**config.mk**
```make
export PLATFORM = sky130hd
export DESIGN_NAME = imm_encoder_flat
export DESIGN_NICKNAME = d
export VERILOG_FILES = /design/src/rtl/imm_encoder_if.sv /design/src/rtl/imm_encoder.sv /design/src/flat_wrapper.sv
export SDC_FILE = /design/constraint.sdc
export NUM_CORES = 1
export LEC_CHECK = 0
export CAP_MARGIN = 20
export CORE_MARGIN = 1
export CORE_UTILIZATION = 41
export CTS_BUF_LIST = sky130_fd_sc_hd__clkbuf_8
export CTS_CLUSTER_SIZE = 12
export DETAILED_ROUTE_END_ITERATION = 12
export GPL_TIMING_DRIVEN = 0
export HOLD_SLACK_MARGIN = 0.05
export PLACE_DENSITY = 0.76
export SLEW_MARGIN = 20
export SYNTH_ARGS = -nofsm -noshare
export SYNTH_HDL_FRONTEND = slang
export SYNTH_SLANG_ARGS = --single-unit
```
**constraint.sdc**
```tcl
create_clock -name clk -period 2.45 [get_ports clk]
set_clock_uncertainty 0.05 [all_clocks]
set_input_delay 0.49 -clock clk [delete_from_list [all_inputs] [get_ports clk]]
set_output_delay 0.49 -clock clk [all_outputs]
set_load 0.05 [all_outputs]
```
**src/rtl/imm_encoder_if.sv**
```systemverilog
// Request/delivery handshake bundle for imm_encoder: request fields in,
// encoded words and statistics out.
interface imm_encoder_if #(
    parameter int CNT_W = 16
);
    logic             in_valid;
    logic             in_ready;
    logic [6:0]       opcode;
    logic [4:0]       rd;
    logic [4:0]       rs1;
    logic [4:0]       rs2;
    logic [2:0]       funct3;
    logic [63:0]      imm;
    logic             out_valid;
    logic             out_ready;
    logic [31:0]      out_instr;
    logic             out_err;
    logic [CNT_W-1:0] enc_count;
    logic [CNT_W-1:0] err_count;

    modport master (
        output in_valid, opcode, rd, rs1, rs2, funct3, imm, out_ready,
        input  in_ready, out_valid, out_instr, out_err, enc_count, err_count
    );

    modport slave (
        input  in_valid, opcode, rd, rs1, rs2, funct3, imm, out_ready,
        output in_ready, out_valid, out_instr, out_err, enc_count, err_count
    );
endinterface

```
**src/rtl/imm_encoder.sv**
```systemverilog
// Packs I/S/SB-type RV64 instruction words from fields plus a signed immediate,
// buffers them with a range-error flag in a small FIFO and counts deliveries.
module imm_encoder #(
    parameter int DEPTH = 2,
    parameter int CNT_W = 16
) (
    input logic          clk,
    input logic          reset_n,
    imm_encoder_if.slave bus
);
    localparam int          AW   = $clog2(DEPTH);
    localparam logic [AW:0] FULL = (AW + 1)'(DEPTH);

    logic [32:0]      r_mem [DEPTH];
    logic [AW-1:0]    r_wrPtr;
    logic [AW-1:0]    r_rdPtr;
    logic [AW:0]      r_count;
    logic [CNT_W-1:0] r_encCount;
    logic [CNT_W-1:0] r_errCount;

    logic [11:0] w_imm12;
    logic        w_rangeErr;
    logic [31:0] w_instr;
    logic        w_push;
    logic        w_pop;

    // Anything outside the signed 12-bit window is still encoded (truncated) but flagged.
    assign w_imm12    = bus.imm[11:0];
    assign w_rangeErr = !((&bus.imm[63:11]) || !(|bus.imm[63:11]));

    always_comb begin
        w_instr = {w_imm12, bus.rs1, bus.funct3, bus.rd, bus.opcode};
        if (bus.opcode[6]) begin
            w_instr = {w_imm12[11], w_imm12[9:4], bus.rs2, bus.rs1, bus.funct3,
                       w_imm12[3:0], w_imm12[10], bus.opcode};
        end else if (bus.opcode[5]) begin
            w_instr = {w_imm12[11:5], bus.rs2, bus.rs1, bus.funct3, w_imm12[4:0], bus.opcode};
        end
    end

    assign bus.in_ready  = (r_count != FULL);
    assign bus.out_valid = (r_count != '0);
    assign w_push        = bus.in_valid && bus.in_ready;
    assign w_pop         = bus.out_valid && bus.out_ready;

    assign {bus.out_err, bus.out_instr} = r_mem[r_rdPtr];
    assign bus.enc_count = r_encCount;
    assign bus.err_count = r_errCount;

    always_ff @(posedge clk) begin
        if (w_push) begin
            r_mem[r_wrPtr] <= {w_rangeErr, w_instr};
        end
    end

    always_ff @(posedge clk) begin
        if (!reset_n) begin
            r_wrPtr <= '0;
            r_rdPtr <= '0;
            r_count <= '0;
        end else begin
            if (w_push) begin
                r_wrPtr <= r_wrPtr + AW'(1);
            end
            if (w_pop) begin
                r_rdPtr <= r_rdPtr + AW'(1);
            end
            case ({w_push, w_pop})
                2'b10:   r_count <= r_count + (AW + 1)'(1);
                2'b01:   r_count <= r_count - (AW + 1)'(1);
                default: r_count <= r_count;
            endcase
        end
    end

    // Delivery count wraps; error count sticks at all-ones.
    always_ff @(posedge clk) begin
        if (!reset_n) begin
            r_encCount <= '0;
            r_errCount <= '0;
        end else if (w_pop) begin
            r_encCount <= r_encCount + CNT_W'(1);
            if (bus.out_err && (r_errCount != '1)) begin
                r_errCount <= r_errCount + CNT_W'(1);
            end
        end
    end
endmodule

```
**src/flat_wrapper.sv**
```systemverilog
// flat-port wrapper written by rule: the top's interface ports become plain ports
module imm_encoder_flat 
#(
    parameter int DEPTH = 2,
    parameter int CNT_W = 16
)
  (clk, reset_n, bus_in_valid, bus_opcode, bus_rd, bus_rs1, bus_rs2, bus_funct3, bus_imm, bus_out_ready, bus_in_ready, bus_out_valid, bus_out_instr, bus_out_err, bus_enc_count, bus_err_count);
  imm_encoder_if #(.CNT_W(CNT_W)) bus_i ();
  input logic clk;
  input logic reset_n;
  input wire logic [$bits(bus_i.in_valid)-1:0] bus_in_valid;
  input wire logic [$bits(bus_i.opcode)-1:0] bus_opcode;
  input wire logic [$bits(bus_i.rd)-1:0] bus_rd;
  input wire logic [$bits(bus_i.rs1)-1:0] bus_rs1;
  input wire logic [$bits(bus_i.rs2)-1:0] bus_rs2;
  input wire logic [$bits(bus_i.funct3)-1:0] bus_funct3;
  input wire logic [$bits(bus_i.imm)-1:0] bus_imm;
  input wire logic [$bits(bus_i.out_ready)-1:0] bus_out_ready;
  output wire logic [$bits(bus_i.in_ready)-1:0] bus_in_ready;
  output wire logic [$bits(bus_i.out_valid)-1:0] bus_out_valid;
  output wire logic [$bits(bus_i.out_instr)-1:0] bus_out_instr;
  output wire logic [$bits(bus_i.out_err)-1:0] bus_out_err;
  output wire logic [$bits(bus_i.enc_count)-1:0] bus_enc_count;
  output wire logic [$bits(bus_i.err_count)-1:0] bus_err_count;
  assign bus_i.in_valid = bus_in_valid;
  assign bus_i.opcode = bus_opcode;
  assign bus_i.rd = bus_rd;
  assign bus_i.rs1 = bus_rs1;
  assign bus_i.rs2 = bus_rs2;
  assign bus_i.funct3 = bus_funct3;
  assign bus_i.imm = bus_imm;
  assign bus_i.out_ready = bus_out_ready;
  assign bus_in_ready = bus_i.in_ready;
  assign bus_out_valid = bus_i.out_valid;
  assign bus_out_instr = bus_i.out_instr;
  assign bus_out_err = bus_i.out_err;
  assign bus_enc_count = bus_i.enc_count;
  assign bus_err_count = bus_i.err_count;
  imm_encoder #(.DEPTH(DEPTH), .CNT_W(CNT_W)) u_core (.clk(clk), .reset_n(reset_n), .bus(bus_i));
endmodule
```
==> out/metrics.cfg <==
[yosys]
synth_top_family_by_area=simple AND/OR/NAND/NOR gates
async_reset_ff_share_pct=0
ys_seq_area_share_pct=58.45
synth_common_cells=edfxtp_1, mux2_2, dfxtp_1, nand4_1, nand2_1
synth_largest_area_cell=edfxtp_1
ys_ff_latch=103
synth_top_area_share_pct=42.55
syn_area_um2=4658
ys_types=48
yosys_warnings=0
synth_xor_area_share_pct=2.820
synthAdderAreaFrac_pct=0.8058
synth_edf_count=66
synth-simple-area-share_pct=17.65
post_synth.cell_area_avg_um2=12.46
synth_area_leaders=edfxtp_1, dfxtp_1, mux2_2
syn_nets=470
ys.flop_type=edfxtp_1
synthMuxAreaShare_pct=13.94
synth_compound_area_share_pct=4.459
synthCells=374
yosysMostFrequentCell=edfxtp_1

[critical_path]
cp-start-kind=flip-flop
rr_endpoint=u_core.r_count[1]
cp-end-kind=primary output
reg2reg_depth=5
cp.required_ns=1.91
rr_startpoint=u_core.r_count[1]
path_class=flip-flop to primary output
cp.arrival_ns=1.82
crit_fanout=8
reg2reg_slack_ns=0.49

[final_layout]
stdcell_area_um2=6586
final_cells=690
antenna_cells=0
nets=641
fin_util_pct=60.23
nFillCells=932
area_growth_pct=41.39
drive_gt1_share_pct=19.45

[floorplan]
die_area_um2=11790
fp-row-count=38
coreArea_um2=10940
die_w_um=108.6
start_util_pct=42.60
die-height_um=108.6
io_pins=160

[route]
route.antenna.remaining_nets=0
vias=3638
avgViaCountPerCell=5.272
first_pass_iters=4
drc=0
drtIter0Drc=143
totalWireLength_mm=10.80
drt-wirelength-per-cell_um=15.66

[worst_hold_path]
min_path_cells=2
hold_class=flip-flop to flip-flop
min_from=u_core.bus.err_count[15]
hold_end=u_core.bus.err_count[15]

[sta]
tightest_slew_ns=0.5959
holdWs_ns=0.4530
finalSetupTns_ns=0
layout_setup_ws_ns=0.08683
post-route-period-util_pct=96.46
rsz0062_at_grt=no
period_minus_slack_ns=2.363
hold_viol_final=0
fmax_ghz=0.4232
drv_slew=0
setup_viol=0
slew_headroom_pct=60.10

[placement]
gp_congestion=0.8035
placed_area_um2=6471
place_hpwl_mm=8.210
pre_cts_ws_ns=-0.1168
place.port_buffers=158
place_inst=674

[cts]
holdBufCountCts=0
worstSkewPairLatency_ns=0.36
cts.clk_slew.worst_paths_ns=0.11
cts_max_level=3
cts_tree=done
cts_max_path_buffers=2
cts_buffers=9
cts_root_buffer=clkbuf_8
cts.sinks=103

[grt]
overflow=0
grt_usage_pct=18.46
grt_pass1_vias=3705
antenna_found_initial=0
grt_pass1_wl_mm=16.68
grt_max_degree=25

[power_and_ir_drop]
p_total_mw=5.414
pwr_density_cell_nw_per_um2=822.0
leakage_nw=2.297
max-vdd-ir-drop_mv=0.4507

[status]
status=finished, final reports clean

[run]
maxCapViolCount=0

## area by class of cell
class | count | area, um2 | area share (%)
buffer | 15 | 86.33 | 1.311
clock buffer | 9 | 123.9 | 1.881
clock inverter | 7 | 72.57 | 1.102
inverter | 2 | 7.507 | 0.1140
multi-input combinational | 254 | 1857 | 28.19
sequential | 103 | 2723 | 41.34
tap | 140 | 175.2 | 2.660
timing repair buffer | 160 | 1541 | 23.40
## cell families after synthesis
kind of cell    count (synthesis)
mux                            59
simple gates                  144
flops                         103
buf+inv                        17
fa+ha+maj                       3
xor+xnor                       15
compound gates                 33
## metal layers
layer | GRT usage, % | vias to the layer above | wire length [um]
li1 | - | 1785 | -
met3 | 3.737 | 14 | 595
met5 | 0 | - | 0
met1 | 20.43 | 1711 | 4426
met2 | 33.95 | 128 | 5564
met4 | 8.012 | 0 | 217
## flip-flops by register name (all words and copies together) (netlist names), named ones only
name,flops
u_core.r_count,2
u_core.bus.err_count,16
u_core.r_wrPtr,1
u_core.r_mem,66
u_core.bus.enc_count,16
u_core.r_rdPtr,1
## power by group
part           internal [mW]  switching (mW)  total [mW]
combinational          0.782            1.39        2.18
clock                  0.402           0.645        1.05
sequential              2.11          0.0830        2.19
## placed cells by master, fill, tap and decap left out, types with 9 or more instances in the layout
cell type | synthesis | final
a21oi_1 | 9 | 9
clkbuf_2 | 0 | 20
clkbuf_8 | 0 | 9
clkdlybuf4s50_1 | 0 | 125
dfxtp_1 | 37 | 37
edfxtp_1 | 66 | 66
mux2_2 | 43 | 43
mux2i_1 | 15 | 15
nand2_1 | 25 | 25
nand4_1 | 28 | 28
nor2_1 | 24 | 23
nor4_1 | 18 | 18
## critical path, stage by stage, from the launching register on
cell and delay [ns]:
dfxtp_1 0.46, or2b_1 0.29, clkdlybuf4s50_1 0.72
## how the worst max path moves through the flow
| stage | startpoint | endpoint | slack (ns) | depth (start not counted) |
|---|---|---|---|---|
| finish | u_core.r_count[1] | bus_in_ready | 0.09 | 2 |
| global route | flip-flop | bus_out_instr[31] | 0.007 | 4 |
| CTS | flip-flop | bus_out_instr[21] | -0.01 | 4 |
| detailed placement | flip-flop | bus_out_instr[21] | -0.12 | 4 |
| global placement | bus_in_valid | u_core.r_mem[0][2] | -0.44 | 3 |
| floorplan | u_core.r_count[0] | u_core.r_mem[0][0] | 0.07 | 4 |
## what timing repair did
item | in CTS | in global routing
gates cloned | 0 | 0
buffers inserted | 0 | 0
resized for setup | 47 | 47
endpoints found under the setup margin | 30 | 26
hold endpoints to repair | 0 | 0
Power figures use the tool's default switching activity.
